$ cat config.mk
export PLATFORM = sky130hd
export DESIGN_NAME = word_counter_responder_flat
export DESIGN_NICKNAME = d
export VERILOG_FILES = /design/src/rtl/tl_pkg.sv /design/src/rtl/word_counter_responder_if.sv /design/src/rtl/word_counter_responder_word_counter.sv /design/src/rtl/word_counter_responder.sv /design/src/flat_wrapper.sv
export SDC_FILE = /design/constraint.sdc
export NUM_CORES = 1
export LEC_CHECK = 0
export CAP_MARGIN = 20
export CORE_MARGIN = 4
export CORE_UTILIZATION = 55
export DETAILED_ROUTE_END_ITERATION = 7
export GPL_TIMING_DRIVEN = 0
export PLACE_DENSITY = 0.76
export SLEW_MARGIN = 40
export SYNTH_ARGS = -nofsm -noshare
export SYNTH_HDL_FRONTEND = slang
export SYNTH_SLANG_ARGS = --single-unit
$ cat constraint.sdc
create_clock -name clk -period 3.8 [get_ports clk]
set_clock_uncertainty 0.1 [all_clocks]
set_input_delay 0.38 -clock clk [delete_from_list [all_inputs] [get_ports clk]]
set_output_delay 0.38 -clock clk [all_outputs]
set_load 0.02 [all_outputs]
$ cat src/rtl/tl_pkg.sv
// Shared types and constants for the transaction-layer word counters.
// Holds the layer state encoding and the popcount helper used by the sum counter.
package tl_pkg;

  localparam int NUM_CH  = 4;
  localparam int CNT_W   = 5;
  localparam int IDX_W   = 3;
  localparam int IDX_SUM = 4;

  typedef enum logic [1:0] {
    ST_RESET,
    ST_INIT,
    ST_IDLE,
    ST_ACTIVE
  } state_t;

  function automatic logic [CNT_W-1:0] count_ones(input logic [NUM_CH-1:0] v);
    logic [CNT_W-1:0] n;
    n = '0;
    for (int i = 0; i < NUM_CH; i++) n = n + CNT_W'(v[i]);
    return n;
  endfunction

endpackage

$ cat src/rtl/word_counter_responder_if.sv
// Read port of the word-counter responder: req/idx in, valid/contador out,
// plus the pending-request indication.
interface word_counter_responder_if;
  import tl_pkg::*;

  logic             req;
  logic [IDX_W-1:0] idx;
  logic [CNT_W-1:0] contador;
  logic             valid;
  logic             busy_read;

  modport master (output req, idx, input contador, valid, busy_read);
  modport slave  (input req, idx, output contador, valid, busy_read);

endinterface

$ cat src/rtl/word_counter_responder_word_counter.sv
// Single wrap-around word counter with synchronous clear and count enable.
module word_counter
  import tl_pkg::*;
(
  input  logic             clk,
  input  logic             reset,
  input  logic             clr,
  input  logic             en,
  output logic [CNT_W-1:0] cnt
);

  // NOTE: sequential state uses non-blocking assignments so every register
  // samples pre-edge values, independent of process evaluation order.
  always_ff @(posedge clk or posedge reset) begin
    if (reset)     cnt <= '0;
    else if (clr)  cnt <= '0;
    else if (en)   cnt <= cnt + 1'b1;
  end

endmodule

$ cat src/rtl/word_counter_responder.sv
// Counts words popped from each output FIFO, runs the layer RESET/INIT/IDLE/ACTIVE
// state machine and answers counter reads with one cycle of latency.
module word_counter_responder
  import tl_pkg::*;
(
  input  logic clk,
  input  logic reset,
  input  logic init,
  input  logic pop_0,
  input  logic pop_1,
  input  logic pop_2,
  input  logic pop_3,
  input  logic empty_0,
  input  logic empty_1,
  input  logic empty_2,
  input  logic empty_3,
  output logic idle,
  word_counter_responder_if.slave rd
);

  state_t state, next_state;
  logic                count_en, count_clr;
  logic [NUM_CH-1:0]   pop, empty, hit;
  logic                all_empty;
  logic [CNT_W-1:0]    cnt [NUM_CH];
  logic [CNT_W-1:0]    sum_cnt;

  logic                pending;
  logic [IDX_W-1:0]    pend_idx, rd_sel;
  logic [CNT_W-1:0]    rd_data, contador;
  logic                valid;
  logic                entering_init, capture_idle;

  assign pop       = {pop_3, pop_2, pop_1, pop_0};
  assign empty     = {empty_3, empty_2, empty_1, empty_0};
  assign all_empty = &empty;
  assign hit       = pop & ~empty & {NUM_CH{count_en}};

  always_ff @(posedge clk or posedge reset) begin
    if (reset) state <= ST_RESET;
    else       state <= next_state;
  end

  // NOTE: combinational processes assign a default first so no path leaves
  // a variable unassigned, which would otherwise infer a latch.
  always_comb begin
    next_state = state;
    unique case (state)
      ST_RESET:  next_state = ST_INIT;
      ST_INIT:   if (!init) next_state = all_empty ? ST_IDLE : ST_ACTIVE;
      ST_IDLE:   if (init) next_state = ST_INIT;
                 else if (!all_empty) next_state = ST_ACTIVE;
      ST_ACTIVE: if (init) next_state = ST_INIT;
                 else if (all_empty) next_state = ST_IDLE;
      default:   next_state = ST_RESET;
    endcase
  end

  always_comb begin
    idle      = (state == ST_IDLE);
    count_en  = (state == ST_IDLE) || (state == ST_ACTIVE);
    count_clr = (state == ST_INIT);
  end

  for (genvar i = 0; i < NUM_CH; i++) begin : g_cnt
    word_counter u_cnt (
      .clk   (clk),
      .reset (reset),
      .clr   (count_clr),
      .en    (hit[i]),
      .cnt   (cnt[i])
    );
  end

  // Tracks the channel counters' sum modulo 2^CNT_W without an adder tree.
  always_ff @(posedge clk or posedge reset) begin
    if (reset)          sum_cnt <= '0;
    else if (count_clr) sum_cnt <= '0;
    else if (count_en)  sum_cnt <= sum_cnt + count_ones(hit);
  end

  assign rd_sel = pending ? pend_idx : rd.idx;

  always_comb begin
    rd_data = '0;
    if (rd_sel < IDX_W'(NUM_CH))        rd_data = cnt[rd_sel[1:0]];
    else if (rd_sel == IDX_W'(IDX_SUM)) rd_data = sum_cnt;
  end

  // Leaving a live state for INIT discards any pending read.
  assign entering_init = (state == ST_IDLE || state == ST_ACTIVE) && next_state == ST_INIT;
  // A request arriving as ACTIVE drains into IDLE is answered immediately.
  assign capture_idle  = (state == ST_IDLE) || (state == ST_ACTIVE && next_state == ST_IDLE);

  always_ff @(posedge clk or posedge reset) begin
    if (reset) begin
      pending  <= 1'b0;
      pend_idx <= '0;
      valid    <= 1'b0;
      contador <= '0;
    end else begin
      valid <= 1'b0;
      if (entering_init) begin
        pending <= 1'b0;
      end else if (pending) begin
        if (state == ST_IDLE) begin
          valid    <= 1'b1;
          contador <= rd_data;
          pending  <= 1'b0;
        end
      end else if (rd.req) begin
        if (capture_idle) begin
          valid    <= 1'b1;
          contador <= rd_data;
        end else begin
          pending  <= 1'b1;
          pend_idx <= rd.idx;
        end
      end
    end
  end

  assign rd.valid     = valid;
  assign rd.contador  = contador;
  assign rd.busy_read = pending;

endmodule

$ cat src/flat_wrapper.sv
// flat-port wrapper written by rule: the top's interface ports become plain ports
module word_counter_responder_flat import tl_pkg::*;
  (clk, reset, init, pop_0, pop_1, pop_2, pop_3, empty_0, empty_1, empty_2, empty_3, idle, rd_req, rd_idx, rd_contador, rd_valid, rd_busy_read);
  word_counter_responder_if rd_i ();
  input  logic clk;
  input  logic reset;
  input  logic init;
  input  logic pop_0;
  input  logic pop_1;
  input  logic pop_2;
  input  logic pop_3;
  input  logic empty_0;
  input  logic empty_1;
  input  logic empty_2;
  input  logic empty_3;
  output logic idle;
  input wire logic [$bits(rd_i.req)-1:0] rd_req;
  input wire logic [$bits(rd_i.idx)-1:0] rd_idx;
  output wire logic [$bits(rd_i.contador)-1:0] rd_contador;
  output wire logic [$bits(rd_i.valid)-1:0] rd_valid;
  output wire logic [$bits(rd_i.busy_read)-1:0] rd_busy_read;
  assign rd_i.req = rd_req;
  assign rd_i.idx = rd_idx;
  assign rd_contador = rd_i.contador;
  assign rd_valid = rd_i.valid;
  assign rd_busy_read = rd_i.busy_read;
  word_counter_responder u_core (.clk(clk), .reset(reset), .init(init), .pop_0(pop_0), .pop_1(pop_1), .pop_2(pop_2), .pop_3(pop_3), .empty_0(empty_0), .empty_1(empty_1), .empty_2(empty_2), .empty_3(empty_3), .idle(idle), .rd(rd_i));
endmodule
==> summary.txt <==
max-slew violations -> 0
Core Util, Final -> 0.6796
num rows -> 21
hold-fix buffer count after cts -> 0
Avg Inst Size Synth -> 10.76 um^2
Switching Share -> 0.2802
r2r endpoint -> u_core.sum_cnt[4]
Layout area overhead -> 16.96%
Buffers & Inverters on Critical Path -> 4
R2R Path Start -> u_core.state[1]
Setup TNS -> 0 ns
clock power share -> 0.264
clk sinks -> 37
WL/cell -> 16.38 um
Synth cell types -> 29
Post-Route WL -> 4.225 mm
synth top area cells -> dfrtp_1, ha_1, mux2_2
number of setup violations in the final report -> 0
Die W -> 67.84 um
Worst Hold Class -> input pin to asynchronous set/reset pin
antenna violations before repair -> 0
global router's overall resource usage -> 0.2154
CP peak stage delay -> 0.53 ns
CTS Buf Count -> 5
cell taking the most area after synthesis -> dfrtp_1
critical-path maximum fanout -> 10
Placed Cells -> 251
CTS root buf -> clkbuf_4
PD cells -> 347.3 nW/um^2
min Tclk post-route -> 3.312 ns
Worst path most repeated cell -> inv_1
clk slew on worst S/H paths -> 0.10 ns
Yosys warnings -> 0
Fmax -> 0.3019 GHz
layout cells sized above 1 -> 0.09906
Syn Inst Count -> 183
combinational share of power -> 0.191
die height -> 67.84 um
max-capacitance violation count -> 0
CP required -> 3.95 ns
fin crit share -> 0.8717
Post-synth EDFFs -> 0
Fin. Hold Viols -> 0
number of nets in the layout -> 238
Static Leakage -> 1.101 nW
Via Count -> 1,535
RSZ-0062 raised after global routing -> false
num ports -> 23
Top Family by Delay on Critical Path -> adder cells
critical path arrival -> 3.46 ns
Initial Util -> 0.5810
GRT overflow -> 0
area post-placement -> 2247 um^2
Peak VDD IR -> 250.2 uV
most frequent cells in the layout -> dfrtp_1, clkdlybuf4s50_1, o21ai_0, nand3_1, nand2_1
Worst R2R Setup Slack -> 0.49 ns
max_slew headroom -> 0.6010
final RePlAce weighted congestion -> 0.8513
clock buffer depth -> 2
Finished Layout Cells -> 258
Core Region -> 3390 um^2
CP Cell Sequence -> clkbuf_1 -> nand3b_1 -> inv_1 -> ha_1 -> inv_1 -> fa_1 -> inv_1 -> ha_1 -> fa_1 -> a21o_1 -> nand2_1 -> xnor2_1 -> a22o_1
die area -> 4602 um^2
n_diodes -> 0
ANT nets after route -> 0
post-route cell area -> 2303 um^2
crit path capture type -> register
register area share after synthesis -> 0.4701
# DRC -> 0
first-pass GRT wire length -> 7.169 mm
Synth Cell Area -> 1969 um^2
post-synth top area share -> 0.4701
number of setup buffers added after CTS -> 0
Yosys reg bits -> 37
most common cell after layout, fill and taps aside -> dfrtp_1
Crit Path Category -> register to register
final worst setup slack -> 0.4876 ns
Post-Syn Nets -> 209
Pint -> 0.5759 mW
Synth Flop Type -> dfrtp_1
outcome -> completed
Initial DRT Pass Iterations -> 4
CTS resizes -> 0
post-synthesis async set-or-reset flop share -> 1.000
Post-Place Worst Slack -> 0.2622 ns
CP startpoint kind -> register
sequential group share of total power -> 0.545
vias in the first global route -> 1,492
PortBufs -> 22
Worst-Skew Late Latency -> 0.35 ns
Worst-Margin Slew -> 0.5818 ns
post-detail-place hpwl -> 3.285 mm
H-tree Lvls -> 2
pin count of the biggest net entering global routing -> 38
Slowest cell on crit path -> fa_1
NetSw -> 0.2242 mW
Vias per Instance -> 5.950
Iteration-0 DRC Markers -> 163
CTS tree -> done
Worst Reg2Reg Path Length in Cells -> 13
## stage by stage
stage / total power, mW / hold slack (ns)
after CTS: 0.8078 / 0.3873
after global placement: 0.5872 / 0.3715
after floorplan: 0.5425 / 0.3464
after detailed placement: 0.5974 / 0.3887
final: 0.8001 / 0.2884
after global routing: 0.8457 / 0.3465
## flip-flops by register name (all words and copies together) (netlist names)
register and cells:
u_core.sum_cnt 5, u_core.state 2, u_core.g_cnt.u_cnt.cnt 20, u_core.rd.valid 1
u_core.rd.contador 5, u_core.pend_idx 3, u_core.rd.busy_read 1
## how the worst max path moves through the flow
stage | from | end | slack (ns) | depth (start not counted)
floorplan | u_core.state[1] | u_core.sum_cnt[4] | 0.84 | 13
global placement | empty_0 | u_core.sum_cnt[4] | 0.32 | 13
detailed placement | empty_1 | u_core.sum_cnt[4] | 0.26 | 13
CTS | u_core.state[1] | u_core.sum_cnt[4] | 0.50 | 13
global route | u_core.state[1] | u_core.sum_cnt[4] | 0.32 | 13
finish | u_core.state[1] | u_core.sum_cnt[4] | 0.49 | 13
## power groups by stage
stage,registers [mW],logic (mW),clock network [mW]
finish,0.436,0.153,0.211
floorplan,0.443,0.0997,0
global route,0.440,0.170,0.236
detailed placement,0.444,0.154,0
CTS,0.436,0.154,0.218
global placement,0.443,0.145,0
## final cells by class
type / count / area (um^2)
Buffer: 6 / 26.28
Clock buffer: 7 / 55.05
Fill cell: 239 / 1086
Inverter: 11 / 42.54
Multi-Input combinational cell: 129 / 975.9
Sequential cell: 37 / 925.9
Tap cell: 46 / 57.56
Timing Repair Buffer: 22 / 220.2
## Yosys cell counts, types with 4 or more instances
cell type  count
dfrtp_1       37
nand3_1       17
o21ai_0       17
nand2_1       14
a21oi_1       11
inv_1         11
ha_1           9
nand4_1        9
mux2_2         8
nor2_1         7
a22o_1         6
clkbuf_1       5
nand2b_1       4
## cells by family after synthesis
kind of cell    share of synthesized area
compound gates                     0.1137
xor+xnor                         0.008896
fa+ha+maj                         0.07751
buf+inv                           0.03431
flops                              0.4701
mux                                0.1360
simple gates                       0.1595
## routing by layer
metal / part of all wire / GRT usage
met5: 0 / 0
met4: 0.019 / 0.07196
met3: 0.047 / 0.06404
met2: 0.50 / 0.3463
met1: 0.43 / 0.2793
No activity file was read; power rests on OpenSTA's default activity.
